$ cat config.mk
export PLATFORM = sky130hd
export DESIGN_NAME = muldiv_unit_flat
export DESIGN_NICKNAME = d
export VERILOG_FILES = /design/src/rtl/muldiv_pkg.sv /design/src/rtl/muldiv_if.sv /design/src/rtl/muldiv_div_step.sv /design/src/rtl/muldiv_unit.sv /design/src/flat_wrapper.sv
export SDC_FILE = /design/constraint.sdc
export NUM_CORES = 1
export LEC_CHECK = 0
export BUFFER_PORTS_ARGS = -buffer_cell sky130_fd_sc_hd__buf_2
export CORE_MARGIN = 3
export CORE_UTILIZATION = 45
export CTS_BUF_LIST = sky130_fd_sc_hd__clkbuf_4 sky130_fd_sc_hd__clkbuf_8
export DETAILED_ROUTE_END_ITERATION = 12
export PLACE_DENSITY = 0.65
export SYNTH_ARGS = -nofsm -noshare
export SYNTH_HDL_FRONTEND = slang
export SYNTH_SLANG_ARGS = --single-unit
$ cat constraint.sdc
create_clock -name clock -period 5.6 [get_ports clock]
set_clock_uncertainty 0.15 [all_clocks]
set_input_delay 0 -clock clock [delete_from_list [all_inputs] [get_ports clock]]
set_output_delay 0 -clock clock [all_outputs]
set_load 0.005 [all_outputs]
$ cat src/rtl/muldiv_pkg.sv
// muldiv_pkg: shared encodings for the RV32M multiply/divide unit
// (funct3 codes, FSM states, iteration count).
package muldiv_pkg;

   localparam logic [2:0] F3_MUL    = 3'd0;
   localparam logic [2:0] F3_MULH   = 3'd1;
   localparam logic [2:0] F3_MULHSU = 3'd2;
   localparam logic [2:0] F3_MULHU  = 3'd3;
   localparam logic [2:0] F3_DIV    = 3'd4;
   localparam logic [2:0] F3_DIVU   = 3'd5;
   localparam logic [2:0] F3_REM    = 3'd6;
   localparam logic [2:0] F3_REMU   = 3'd7;

   localparam int ITER_COUNT = 32;

   typedef enum logic [1:0] {
      IDLE = 2'd0,
      CALC = 2'd1,
      DONE = 2'd2
   } state_t;

endpackage

$ cat src/rtl/muldiv_if.sv
// muldiv_if: issue operands in, register-file write port out.
// The unit is the slave; the issuing control is the master.
interface muldiv_if #(
   parameter int XLEN = 32,
   parameter int REGW = 6
);
   logic            start;
   logic            flush;
   logic [2:0]      funct3;
   logic [XLEN-1:0] Data1;
   logic [XLEN-1:0] Data2;
   logic [REGW-1:0] rd;
   logic            busy;
   logic            done;
   logic            RegWrite;
   logic [REGW-1:0] WriteReg;
   logic [XLEN-1:0] WriteData;

   modport master (
      output start, flush, funct3, Data1, Data2, rd,
      input  busy, done, RegWrite, WriteReg, WriteData
   );

   modport slave (
      input  start, flush, funct3, Data1, Data2, rd,
      output busy, done, RegWrite, WriteReg, WriteData
   );
endinterface

$ cat src/rtl/muldiv_div_step.sv
// muldiv_div_step: one combinational restoring-divide step.
// Shifts the next dividend bit into the remainder and subtracts the divisor if it fits.
module muldiv_div_step #(
   parameter int W = 32
) (
   input  logic [W-1:0] rem_in,
   input  logic [W-1:0] divisor,
   input  logic         bit_in,
   output logic [W-1:0] rem_out,
   output logic         q_bit
);
   logic [W:0]   shifted;
   logic [W+1:0] diff;

   // rem_in < divisor always holds, so the shifted value fits in W+1 bits
   assign shifted = {rem_in, bit_in};
   assign diff    = {1'b0, shifted} - {2'b00, divisor};
   assign q_bit   = ~diff[W+1];
   assign rem_out = q_bit ? diff[W-1:0] : shifted[W-1:0];
endmodule

$ cat src/rtl/muldiv_unit.sv
// muldiv_unit: iterative RV32M multiply/divide driving the register-file write port.
// Define MULDIV_FAST_MUL_EN to compute MUL* ops with a single-cycle combinational multiplier.
module muldiv_unit
   import muldiv_pkg::*;
#(
   parameter int XLEN = 32,
   parameter int REGW = 6
) (
   input  logic    clock,
   input  logic    reset_n,
   muldiv_if.slave bus
);
   state_t            state, state_nx;
   logic [5:0]        cnt;
   logic [2:0]        op;
   logic [REGW-1:0]   rd_q;
   logic              res_neg;
   logic [XLEN-1:0]   b_q, acc_hi, acc_lo;
   logic              done_q, wr_q;
   logic [REGW-1:0]   wreg_q;
   logic [XLEN-1:0]   wdata_q;

   logic              sgn_a, sgn_b, neg_a, neg_b, res_neg_nx;
   logic [XLEN-1:0]   mag_a, mag_b;
   logic [XLEN:0]     mul_sum;
   logic [XLEN-1:0]   dv_rem, step_hi, step_lo, fin_hi, fin_lo;
   logic              dv_q, last;
   logic [2*XLEN-1:0] prod_s;
   logic [XLEN-1:0]   quo_s, rem_s, result;

   // Work on magnitudes; res_neg remembers how to fix the sign at the end
   always_comb begin
      sgn_a = 1'b0;
      sgn_b = 1'b0;
      case (bus.funct3)
         F3_MULH, F3_DIV, F3_REM: begin sgn_a = 1'b1; sgn_b = 1'b1; end
         F3_MULHSU:               sgn_a = 1'b1;
         default: ;
      endcase
      neg_a = sgn_a & bus.Data1[XLEN-1];
      neg_b = sgn_b & bus.Data2[XLEN-1];
      mag_a = neg_a ? -bus.Data1 : bus.Data1;
      mag_b = neg_b ? -bus.Data2 : bus.Data2;
      // divide-by-zero keeps quotient all-ones regardless of dividend sign
      if (bus.funct3 == F3_REM)      res_neg_nx = neg_a;
      else if (bus.funct3 == F3_DIV) res_neg_nx = (neg_a ^ neg_b) & (|bus.Data2);
      else                           res_neg_nx = neg_a ^ neg_b;
   end

   // Multiply: {acc_hi,acc_lo} is the product register, multiplier shifts out of acc_lo.
   // Divide: acc_hi is the partial remainder, dividend shifts out / quotient shifts into acc_lo.
   assign mul_sum = {1'b0, acc_hi} + (acc_lo[0] ? {1'b0, b_q} : '0);

   muldiv_div_step #(.W(XLEN)) u_div_step (
      .rem_in  (acc_hi),
      .divisor (b_q),
      .bit_in  (acc_lo[XLEN-1]),
      .rem_out (dv_rem),
      .q_bit   (dv_q)
   );

   assign step_hi = op[2] ? dv_rem : mul_sum[XLEN:1];
   assign step_lo = op[2] ? {acc_lo[XLEN-2:0], dv_q} : {mul_sum[0], acc_lo[XLEN-1:1]};
   assign last    = (cnt == 6'(ITER_COUNT - 1));

`ifdef MULDIV_FAST_MUL_EN
   logic fast_q;
   // A fast product already sits in acc; its single CALC pass only registers the result
   assign fin_hi = fast_q ? acc_hi : step_hi;
   assign fin_lo = fast_q ? acc_lo : step_lo;
`else
   assign fin_hi = step_hi;
   assign fin_lo = step_lo;
`endif

   assign prod_s = res_neg ? -{fin_hi, fin_lo} : {fin_hi, fin_lo};
   assign quo_s  = res_neg ? -fin_lo : fin_lo;
   assign rem_s  = res_neg ? -fin_hi : fin_hi;

   always_comb begin
      result = quo_s;
      case (op)
         F3_MUL:                       result = prod_s[XLEN-1:0];
         F3_MULH, F3_MULHSU, F3_MULHU: result = prod_s[2*XLEN-1:XLEN];
         F3_REM, F3_REMU:              result = rem_s;
         default:                      result = quo_s;
      endcase
   end

   always_comb begin
      state_nx = state;
      case (state)
         IDLE:    if (bus.start && !bus.flush) state_nx = CALC;
         CALC:    if (bus.flush) state_nx = IDLE;
                  else if (last) state_nx = DONE;
         DONE:    state_nx = IDLE;
         default: state_nx = IDLE;
      endcase
   end

   always_ff @(posedge clock or negedge reset_n) begin
      if (!reset_n) begin
         state   <= IDLE;
         cnt     <= '0;
         op      <= F3_MUL;
         rd_q    <= '0;
         res_neg <= 1'b0;
         b_q     <= '0;
         acc_hi  <= '0;
         acc_lo  <= '0;
         done_q  <= 1'b0;
         wr_q    <= 1'b0;
         wreg_q  <= '0;
         wdata_q <= '0;
`ifdef MULDIV_FAST_MUL_EN
         fast_q  <= 1'b0;
`endif
      end else begin
         state  <= state_nx;
         done_q <= 1'b0;
         wr_q   <= 1'b0;
         case (state)
            IDLE: if (bus.start && !bus.flush) begin
               op      <= bus.funct3;
               rd_q    <= bus.rd;
               res_neg <= res_neg_nx;
               cnt     <= '0;
               acc_hi  <= '0;
               acc_lo  <= bus.funct3[2] ? mag_a : mag_b;
               b_q     <= bus.funct3[2] ? mag_b : mag_a;
`ifdef MULDIV_FAST_MUL_EN
               fast_q  <= ~bus.funct3[2];
               if (!bus.funct3[2]) begin
                  {acc_hi, acc_lo} <= mag_a * mag_b;
                  cnt              <= 6'(ITER_COUNT - 1);
               end
`endif
            end
            CALC: if (!bus.flush) begin
               acc_hi <= step_hi;
               acc_lo <= step_lo;
               cnt    <= cnt + 1'b1;
               if (last) begin
                  done_q  <= 1'b1;
                  wr_q    <= |rd_q;
                  wreg_q  <= rd_q;
                  wdata_q <= result;
               end
            end
            default: ;
         endcase
      end
   end

   assign bus.busy      = (state != IDLE);
   assign bus.done      = done_q;
   assign bus.RegWrite  = wr_q;
   assign bus.WriteReg  = wreg_q;
   assign bus.WriteData = wdata_q;
endmodule

$ cat src/flat_wrapper.sv
// flat-port wrapper written by rule: the top's interface ports become plain ports
module muldiv_unit_flat import muldiv_pkg::*;
#(
   parameter int XLEN = 32,
   parameter int REGW = 6
)
  (clock, reset_n, bus_start, bus_flush, bus_funct3, bus_Data1, bus_Data2, bus_rd, bus_busy, bus_done, bus_RegWrite, bus_WriteReg, bus_WriteData);
  muldiv_if #(.XLEN(XLEN), .REGW(REGW)) bus_i ();
  input  logic clock;
  input  logic reset_n;
  input wire logic [$bits(bus_i.start)-1:0] bus_start;
  input wire logic [$bits(bus_i.flush)-1:0] bus_flush;
  input wire logic [$bits(bus_i.funct3)-1:0] bus_funct3;
  input wire logic [$bits(bus_i.Data1)-1:0] bus_Data1;
  input wire logic [$bits(bus_i.Data2)-1:0] bus_Data2;
  input wire logic [$bits(bus_i.rd)-1:0] bus_rd;
  output wire logic [$bits(bus_i.busy)-1:0] bus_busy;
  output wire logic [$bits(bus_i.done)-1:0] bus_done;
  output wire logic [$bits(bus_i.RegWrite)-1:0] bus_RegWrite;
  output wire logic [$bits(bus_i.WriteReg)-1:0] bus_WriteReg;
  output wire logic [$bits(bus_i.WriteData)-1:0] bus_WriteData;
  assign bus_i.start = bus_start;
  assign bus_i.flush = bus_flush;
  assign bus_i.funct3 = bus_funct3;
  assign bus_i.Data1 = bus_Data1;
  assign bus_i.Data2 = bus_Data2;
  assign bus_i.rd = bus_rd;
  assign bus_busy = bus_i.busy;
  assign bus_done = bus_i.done;
  assign bus_RegWrite = bus_i.RegWrite;
  assign bus_WriteReg = bus_i.WriteReg;
  assign bus_WriteData = bus_i.WriteData;
  muldiv_unit #(.XLEN(XLEN), .REGW(REGW)) u_core (.clock(clock), .reset_n(reset_n), .bus(bus_i));
endmodule
==> impl_metrics.py <==
metrics = {
    "outcome": {
        "run_status": "finished, final reports clean",
    },
    "setup_path": {
        "timing.critical_path.fanout_max": 23,
        "crit_path_cell_trace": "buf_4 -> and2_1 -> ha_1 -> a21oi_1 -> o21ai_0 -> a311oi_2 -> o21ai_0 -> a221o_1 -> xor2_1 -> o211a_1 -> nor2_1 -> nand4_1 -> o41ai_2 -> xnor2_1 -> nor2_1 -> o32a_1",
        "critPathCaptureType": "flop",
        "start_kind": "flop",
        "critPathKind": "flop to flop",
        "worst-r2r-setup-slack_ps": 320,
        "worst_path_largest_cell_delay_ps": 530,
        "arrival_time_of_data_at_the_critical_path_endpoint_ps": 5510,
        "critPathSlowestCell": "dfrtp_2",
        "worst-endpoint-required_ps": 5830,
    },
    "sta": {
        "finalCriticalPeriod_ps": 5280,
        "maxClockFrequency_mhz": 189,
        "finalHoldViolations": 0,
        "finalMaxSlewViolations": 0,
        "final_setup_fails": 0,
        "final.setup.tns_ps": 0,
        "max-slew-margin-rel_pct": 28.2,
        "final.hold.worst_slack_ps": 9.76,
        "final_min_period_over_clock_period_pct": 94.3,
        "worst-slew-pin-transition_ps": 1070,
        "rsz0062_at_grt": "false",
    },
    "global_route": {
        "grt_overflow_total": 0,
        "pin_count_of_the_biggest_net_entering_global_routing": 106,
        "first_global_vias": 16000,
        "grt_antenna_before_repair": 4,
        "all_layer_global_routing_usage_pct": 32.6,
        "grt_pass1_wl_mm": 93.1,
    },
    "cts": {
        "numCtsBuffers": 17,
        "tritoncts": "built",
        "postCtsSetupBuffers": 0,
        "clock_insertion_delay_worst_skew_ps": 510,
        "cts_sinks": 154,
        "cts_max_path_buffers": 2,
        "ctsRootBufferMaster": "clkbuf_8",
        "cts.clk_slew.worst_paths_ps": 100,
        "cts_htree_levels": 4,
    },
    "floorplanning": {
        "die_width_um": 193,
        "rows": 67,
        "die_area_sq_mm": 0.0372,
        "start_util_pct": 46.3,
        "fp.coreArea_sq_mm": 0.0340,
        "die-height_um": 193,
        "io_pins": 118,
    },
    "power": {
        "power_density_mw_per_mm2": 483,
        "peak_supply_drop_mv": 0.230,
        "p_total_mw": 8.66,
        "power.static_leakage_nw": 7.65,
    },
    "drt": {
        "dr.pass1.iters": 7,
        "drc": 0,
        "ant_nets": 0,
        "routed_wire_length_per_instance_um": 22.7,
        "via_count": 17000,
        "drt_first_iter_violations": 1788,
        "vias_per_cell": 6.32,
        "finalWirelength_mm": 60.8,
    },
    "synth": {
        "postSynthNetCount": 2230,
        "synth_flop_cell": "dfrtp_1",
        "postSynthCellCount": 2082,
        "ys_seq_elements": 154,
        "synthesis.yosys.warnings": 0,
        "async_reset_ff_share_pct": 100,
        "synth_cell_types": 113,
        "synth_enable_flop_cells": 0,
        "synth_sequential_area_ratio_pct": 24.5,
        "cell_area_after_synthesis_sq_mm": 0.0157,
        "synth.avg_cell_area_sq_um": 7.55,
    },
    "placed_design": {
        "dpl.cell_count": 2573,
        "hpwlAfterDp_mm": 46.8,
        "place.gp.congestion": 1.01,
        "number_of_i_o_port_buffers": 117,
    },
    "cells_and_area": {
        "final_nets": 2370,
        "share_of_post_route_cells_with_drive_strength_above_1_pct": 13.0,
        "num-fill-cells": 3308,
        "diodes": 0,
        "syn2layout_area_growth_pct": 14.1,
        "post_layout_nonfiller_instances": 2683,
    },
    "min_path": {
        "hold_class": "primary input to flop",
    },
    "job": {
        "max_cap_viol_count": 0,
    },
}
## cell usage after synthesis (all sizes together), types with 9 or more instances
cell / instances / area share, %
nand2: 286 / 6.9
nor2: 197 / 4.7
o21ai: 196 / 6.3
a21oi: 195 / 6.3
dfrtp: 154 / 25
clkbuf: 91 / 2.2
xnor2: 73 / 4.1
ha: 69 / 5.5
xor2: 67 / 3.7
inv: 66 / 1.6
nor3: 56 / 2.1
mux2i: 46 / 2.9
and2: 38 / 1.5
buf: 32 / 1.2
a31oi: 31 / 1.3
o211ai: 30 / 1.5
nand4: 27 / 1.2
nand3: 26 / 1.0
o221ai: 25 / 1.4
o31ai: 25 / 1.4
or3: 24 / 0.95
nor4: 22 / 1.1
a211oi: 19 / 1.0
a21o: 19 / 0.91
o21a: 17 / 0.81
or2: 15 / 0.61
nor2b: 14 / 0.56
o22ai: 14 / 0.85
a221oi: 13 / 0.76
and3: 13 / 0.52
a22o: 10 / 0.56
nand2b: 10 / 0.40
o31a: 10 / 0.56
o41ai: 9 / 0.55
## flip-flops by register name (all words and copies together), names as in the netlist
signal                flops
u_core.bus.WriteData     32
u_core.rd_q               6
u_core.op                 3
u_core.bus.RegWrite       1
u_core.res_neg            1
u_core.b_q               32
u_core.acc_hi            32
u_core.cnt                6
u_core.acc_lo            32
u_core.state              2
u_core.bus.WriteReg       6
u_core.bus.done           1
## stage by stage
| stage | instance area, sq um | setup slack [ps] | util [%] |
|---|---|---|---|
| floorplan | 15700 | 727 | - |
| global placement | 16700 | 249 | 49.3 |
| detailed placement | 16700 | 113 | 49.3 |
| CTS | 17900 | 89.1 | 52.8 |
| global route | 17900 | 67.5 | 52.8 |
| finish | 17900 | 317 | 52.8 |
## worst max-delay path: cells and delay by family, from the launching register on
kind	cells	cell delay, ps
AOI/OAI and AO/OA	8	2860
and+or+nand+nor	4	680
DFF	1	530
xor gates and xnor gates	2	320
buffers and inverters	1	310
adders and majority gates	1	310
## repair_timing
item / 4_1_cts / 5_1_grt
setup endpoints to repair: 0 / 10
endpoints found under the hold margin: 121 / 0
hold buffers: 78 / 0
resized for setup: 0 / 3
## power by group
part / switching (mW) / internal [mW]
Combinational: 3.98 / 2.12
Sequential: 0.332 / 1.35
Clock: 0.533 / 0.346
## cell usage in the layout, fill, tap and decap left out, types with 46 or more instances in the layout
| master | count |
|---|---|
| nand2_1 | 283 |
| dlygate4sd3_1 | 77 |
| buf_2 | 116 |
| ha_1 | 69 |
| mux2i_1 | 46 |
| nor3_1 | 48 |
| a21oi_1 | 194 |
| inv_1 | 65 |
| nor2_1 | 195 |
| o21ai_0 | 184 |
| dfrtp_1 | 151 |
| xnor2_1 | 73 |
| buf_4 | 49 |
| xor2_1 | 67 |
## area by class of cell
type / instances / area [sq um] / share of cell area, %
flip-flops and latches: 154 / 3860 / 21.5
multi-input cells: 1738 / 11100 / 62.0
clock inverters: 13 / 134 / 0.746
well taps: 448 / 561 / 3.13
clock buffers: 19 / 255 / 1.42
repair buffers: 244 / 1760 / 9.80
inverters: 67 / 251 / 1.40
## metal layers
| metal | up-vias | track usage (%) | routed length (um) |
|---|---|---|---|
| met5 | - | 0 | 39 |
| met4 | 6 | 16.2 | 3230 |
| met3 | 156 | 4.66 | 4400 |
| met2 | 810 | 51.5 | 27100 |
| met1 | 8058 | 43.9 | 26000 |
| li1 | 7930 | - | - |
## path summary, 6_finish.rpt
check,start,to,cells past startpoint
worst max-delay path,u_core.acc_lo[0]$_DFFE_PN0P_,u_core.bus.WriteData[31]$_DFFE_PN0P_,16
worst min-delay path,bus_Data1[28],u_core.b_q[28]$_DFFE_PN0P_,5
worst max register to register,u_core.acc_lo[0]$_DFFE_PN0P_,u_core.bus.WriteData[31]$_DFFE_PN0P_,16
worst min register to register,u_core.bus.WriteReg[3]$_DFFE_PN0P_,u_core.bus.WriteReg[3]$_DFFE_PN0P_,2
max in group asynchronous,reset_n,u_core.op[2]$_DFFE_PN0P_,4
min in group asynchronous,reset_n,u_core.bus.WriteData[4]$_DFFE_PN0P_,4
## cells by family (layout without fill, tap and decap cells)
group                    Yosys count  in the layout  share of synthesized area [%]
flip-flops                       154            154                           24.5
adder cells (fa/ha/maj)           71             71                           5.74
XOR/XNOR                         140            140                           7.80
AO/OA/AOI/OAI                    714            714                           30.2
buffers and inverters            190            343                           4.97
AND/OR/NAND/NOR                  761            761                           23.4
multiplexers                      52             52                           3.36
Power figures use the tool's default switching activity.
